==> config.mk <==
export PLATFORM = sky130hd
export DESIGN_NAME = sprite_rom_arbiter
export DESIGN_NICKNAME = d
export VERILOG_FILES = /design/src/rtl/sprite_rom_arbiter.sv
export SDC_FILE = /design/constraint.sdc
export NUM_CORES = 1
export LEC_CHECK = 0
export CAP_MARGIN = 20
export CELL_PAD_IN_SITES_DETAIL_PLACEMENT = 1
export CELL_PAD_IN_SITES_GLOBAL_PLACEMENT = 1
export CORE_MARGIN = 10
export CORE_UTILIZATION = 29
export CTS_BUF_LIST = sky130_fd_sc_hd__clkbuf_8
export DETAILED_ROUTE_END_ITERATION = 10
export GPL_ROUTABILITY_DRIVEN = 0
export PLACE_DENSITY_LB_ADDON = 0.1
export SKIP_LAST_GASP = 1
export SLEW_MARGIN = 20
export SYNTH_ARGS = -nofsm -noshare
export SYNTH_HDL_FRONTEND = slang
export SYNTH_SLANG_ARGS = --single-unit
==> constraint.sdc <==
create_clock -name clk -period 2.7 [get_ports clk]
set_clock_uncertainty 0.05 [all_clocks]
set_input_delay 0.27 -clock clk [delete_from_list [all_inputs] [get_ports clk]]
set_output_delay 0.27 -clock clk [all_outputs]
set_load 0.005 [all_outputs]
==> src/rtl/sprite_rom_arbiter.sv <==
// Round-robin arbiter sharing one synchronous-read sprite ROM among render requesters.
// Bursts are bounded; a tag pipeline steers each returned word back to the requester that issued it.
module sprite_rom_arbiter #(
    parameter int unsigned N_REQ     = 4,
    parameter int unsigned ADDR_W    = 14,
    parameter int unsigned DATA_W    = 12,
    parameter int unsigned ROM_LAT   = 2,
    parameter int unsigned MAX_BURST = 8
) (
    input  logic                    clk,
    input  logic                    rstn,
    input  logic                    frame_start,
    input  logic [N_REQ-1:0]        req,
    input  logic [N_REQ-1:0]        last,
    input  logic [N_REQ*ADDR_W-1:0] addr_in,
    output logic [N_REQ-1:0]        gnt,
    output logic                    rom_en,
    output logic [ADDR_W-1:0]       rom_addr,
    input  logic [DATA_W-1:0]       rom_data,
    output logic [N_REQ-1:0]        rd_valid,
    output logic [DATA_W-1:0]       rd_data,
    output logic                    busy
);

    localparam int unsigned PTR_W = (N_REQ > 1) ? $clog2(N_REQ) : 1;
    localparam int unsigned CNT_W = $clog2(MAX_BURST + 1);

    typedef enum logic {
        IDLE  = 1'b0,
        BURST = 1'b1
    } state_t;

    state_t              state;
    state_t              state_nxt;
    logic [PTR_W-1:0]    ptr;
    logic [PTR_W-1:0]    ptr_nxt;
    logic [PTR_W-1:0]    owner;
    logic [PTR_W-1:0]    owner_nxt;
    logic [PTR_W-1:0]    owner_inc;
    logic [PTR_W-1:0]    cand;
    logic [PTR_W-1:0]    sel;
    logic                found;
    logic [CNT_W-1:0]    cnt;
    logic [CNT_W-1:0]    cnt_nxt;
    logic [N_REQ-1:0]    gnt_nxt;
    logic                beat;
    logic                end_burst;
    logic [ADDR_W-1:0]   addr_hold;
    logic [ADDR_W-1:0]   addr_arr [N_REQ];
    logic [N_REQ-1:0]    tag_pipe [ROM_LAT];
    logic                pipe_busy;

    // Unpack the flat address bus so the owner can index it directly.
    for (genvar i = 0; i < N_REQ; i++) begin : g_addr
        assign addr_arr[i] = addr_in[i*ADDR_W +: ADDR_W];
    end

    assign beat      = rstn && (state == BURST) && req[owner] && !frame_start;
    assign owner_inc = (owner == PTR_W'(N_REQ - 1)) ? '0 : owner + 1'b1;

    assign rom_en   = beat;
    assign rom_addr = beat ? addr_arr[owner] : addr_hold;
    assign rd_valid = tag_pipe[ROM_LAT-1];
    assign rd_data  = rom_data;
    assign busy     = (state == BURST) || pipe_busy;

    always_comb begin
        pipe_busy = 1'b0;
        for (int i = 0; i < ROM_LAT; i++) begin
            pipe_busy = pipe_busy | (|tag_pipe[i]);
        end
    end

    // Rotating priority search starting at ptr.
    always_comb begin
        found = 1'b0;
        sel   = '0;
        cand  = '0;
        for (int k = 0; k < N_REQ; k++) begin
            cand = PTR_W'((int'(ptr) + k) % N_REQ);
            if (!found && req[cand]) begin
                found = 1'b1;
                sel   = cand;
            end
        end
    end

    always_comb begin
        state_nxt = state;
        owner_nxt = owner;
        ptr_nxt   = ptr;
        cnt_nxt   = cnt;
        gnt_nxt   = gnt;
        end_burst = 1'b0;
        case (state)
            IDLE: begin
                gnt_nxt = '0;
                if (frame_start) begin
                    ptr_nxt = '0;
                end else if (found) begin
                    state_nxt = BURST;
                    owner_nxt = sel;
                    gnt_nxt   = N_REQ'(1) << sel;
                    cnt_nxt   = '0;
                end
            end
            BURST: begin
                if (frame_start || !req[owner]) begin
                    end_burst = 1'b1;
                end else begin
                    cnt_nxt = cnt + 1'b1;
                    if (last[owner] || (cnt == CNT_W'(MAX_BURST - 1))) begin
                        end_burst = 1'b1;
                    end
                end
                if (end_burst) begin
                    state_nxt = IDLE;
                    gnt_nxt   = '0;
                    ptr_nxt   = frame_start ? '0 : owner_inc;
                end
            end
            default: begin
                state_nxt = IDLE;
                gnt_nxt   = '0;
            end
        endcase
    end

    always_ff @(posedge clk) begin
        if (!rstn) begin
            state     <= IDLE;
            owner     <= '0;
            ptr       <= '0;
            cnt       <= '0;
            gnt       <= '0;
            addr_hold <= '0;
        end else begin
            state     <= state_nxt;
            owner     <= owner_nxt;
            ptr       <= ptr_nxt;
            cnt       <= cnt_nxt;
            gnt       <= gnt_nxt;
            if (beat) begin
                addr_hold <= addr_arr[owner];
            end
        end
    end

    // Return tags travel alongside the ROM latency; reset drops anything in flight.
    always_ff @(posedge clk) begin
        if (!rstn) begin
            for (int i = 0; i < ROM_LAT; i++) begin
                tag_pipe[i] <= '0;
            end
        end else begin
            tag_pipe[0] <= beat ? gnt : '0;
            for (int i = 1; i < ROM_LAT; i++) begin
                tag_pipe[i] <= tag_pipe[i-1];
            end
        end
    end

endmodule

==> results by group <==
Pwr
  – Overall power: about 1200 uW
  – Static Leak: ~0.0011 uW
  – VDD IR max: between 0.00015 and 0.0002 V
  – Pwr Density: around 370 nW/um^2

Routing
  – Detailed router's first-iteration violation count: 71
  – ANT nets after route: 0
  – DR vias: between 1500 and 2000
  – Vias per cell: between 4 and 5
  – Pre-antenna DRT Iters: 4
  – Wire length per cell: 16.9 microns
  – DRT Wirelength: ~6600 microns
  – Drt drc: 0

Clocking
  – Total CTS buffers: 5
  – Sink Count: 35
  – Clock buffer depth: 2
  – Setup repair bufs after CTS: 0
  – Clock latency on the worst-skew pair: 0.29 ns
  – Post-CTS Hold Buffers: 0
  – H-tree levels: 2
  – Root Buffer: clkbuf_8
  – Quantity of gates resized following cts: 0
  – CTS tree: built
  – CTS clk-pin slew, worst paths: about 0.07 ns

Logic synthesis
  – Most used flip-flop cell after synthesis: dfxtp_1
  – Syn avg cell area: 10.0 sq um
  – Area share of fa/ha/maj cells after synthesis: 0.597%
  – Register area share after synthesis: around a third
  – Seq cells post-synth: 35
  – Largest family of logic cells by synthesized area: multiplexers
  – Post-Synth Simple-Gate Area: 18.6%
  – Cells after Synth: around 210
  – Async S/R FF share, synth: 0%
  – Post-synth EDFFs: 0
  – Top cells by area, synth: dfxtp_1 (33%), mux4_2 (17%), mux2_4 (6.4%)
  – Post-Syn Nets: 289
  – Compound-cell area share of the yosys netlist: about a tenth
  – Area fraction of the dominant cell type after synthesis: 33.4%
  – Post-synth cell types: 40
  – Post-Synth XOR/XNOR Area: 1.25%
  – Post-Syn Area: ~2100 sq um
  – Yosys top cell by area: dfxtp_1
  – Synth warnings: 0
  – Mux cell area share after synthesis: between 20% and 30%

Layout
  – Most frequent cells in the layout: clkdlybuf4s50_1 (90), nand2_1 (34), dfxtp_1 (34)
  – Antenna Cells: 0
  – Layout cell share with drive strength beyond 1: between 20% and 30%
  – Synth-to-layout area growth: 49.2%
  – Most common cell after layout, fill and taps aside: clkdlybuf4s50_1
  – Nets@finish: ~370

Setup path
  – CP endpoint kind: output pin
  – CP required: around 2.4 ns
  – CP startpoint kind: primary input
  – WS Path Type: primary input to output pin
  – Worst Path Max Fanout: 15
  – CP arrival: approximately 2.3 ns

STA
  – Post-layout min period: approximately 2.6 ns
  – Slew @ Worst Pin: 0.513 ns
  – RSZ-0062 raised after global routing: false
  – Max-slew violations: 0
  – Fin Setup TNS: 0 ns
  – Final hold viol count: 0
  – Max Clk Rate: ~0.39 GHz
  – Final setup viols: 0
  – Fin worst setup slack: around 0.11 ns
  – Worst slew margin: 65.6%
  – Fin Hold WS: 0.407 ns
  – Fin crit share: 96.0%

Placement
  – I/O Buffers: 90
  – Place WS: between 0.09 and 0.1 ns
  – Detailed Place HPWL: between 5000 and 6000 microns

GRT
  – Initial antenna violation count: 0
  – First-pass GRT wire length: approximately 11000 microns
  – GRT Overall Usage: a little under an eighth
  – Largest net degree at the start of global routing: 22
  – Vias in the first global route: ~2000
  – Grt ovf: 0

Die
  – Chip width: around 110 microns
  – Core area: around 7000 sq um
  – Die height: between 100 and 150 microns
  – Number of I/O pins: between 100 and 150
  – FP Rows: 30
  – Initial core utilization: 30.3%
  – Die area: 11000 sq um

Outcome
  – Status: finished, final reports clean

Job
  – Max Cap Viol: 0

Hold path
  – HP Class: register to register
[final timing paths]
kind / from / endpoint / slack [ns] / cells after the start
max: req[3] / rom_addr[6] / 0.11 / 7
min: addr_hold[6]$_SDFF_PN0_ / addr_hold[6]$_SDFF_PN0_ / 0.41 / 2
max reg2reg: owner[0]$_SDFFE_PN0P_ / ptr[1]$_SDFFE_PN0P_ / 0.64 / 6
min reg2reg: addr_hold[6]$_SDFF_PN0_ / addr_hold[6]$_SDFF_PN0_ / 0.41 / 2
[Yosys cell counts, types with 5 or more instances]
cell / n
dfxtp_1: 35
a21oi_1: 21
buf_4: 16
inv_1: 5
mux2_4: 9
mux4_2: 16
mux2_2: 5
nand2_1: 34
nor2_1: 5
[routing by layer]
layer | wire length (microns) | global-route usage (%) | share of wire, %
met5 | 0 | 0 | 0
met4 | 80 | 2.94 | 1.2
met3 | 527 | 4.85 | 8.0
met2 | 2900 | 18.9 | 44
met1 | 3070 | 14.6 | 47
[cells by family (layout without fill, tap and decap cells)]
logic type                 Yosys count  after routing
AOI/OAI and AO/OA                   33             33
and+or+nand+nor                     73             73
buffers and inverters               34            118
xor gates and xnor gates             3              3
DFF                                 35             35
muxes                               30             30
adders and majority gates            1              1
[cell type report]
class / instances / area (sq um)
fill: 787 / 3780
multi-input combinational: 140 / 1180
timing repair buffer: 105 / 1030
sequential: 35 / 702
tap: 96 / 120
clock buffer: 5 / 68.8
inverter: 5 / 18.8
clock inverter: 3 / 12.5
[through the flow]
step	utilization (%)	instances	cell area, sq um
after floorplan	-	209	2100
after global placement	44.1	381	3040
after detailed placement	44.1	381	3040
after CTS	45.3	389	3130
after global routing	45.3	389	3130
final	45.3	389	3130
[power by group]
| group | leakage [uW] | switching, uW | internal, uW |
|---|---|---|---|
| registers | 0.000284 | 8.47 | 528 |
| logic | 0.000795 | 97.4 | 181 |
| clock network | 0.0000505 | 184 | 173 |
| total | 0.00113 | 289 | 882 |
[worst max-delay path, cell delays in order]
cell             delay (ns)
clkdlybuf4s50_1        0.41
mux4_2                 0.50
nand3b_2               0.13
nor2_4                 0.05
buf_12                 0.15
mux2_4                 0.30
clkdlybuf4s50_1        0.46
[flip-flops by register name (all words and copies together) (netlist names)]
register / flops
addr_hold: 14
cnt: 4
gnt: 4
owner: 2
ptr: 2
state: 1
tag_pipe: 8
Power figures use the tool's default switching activity.
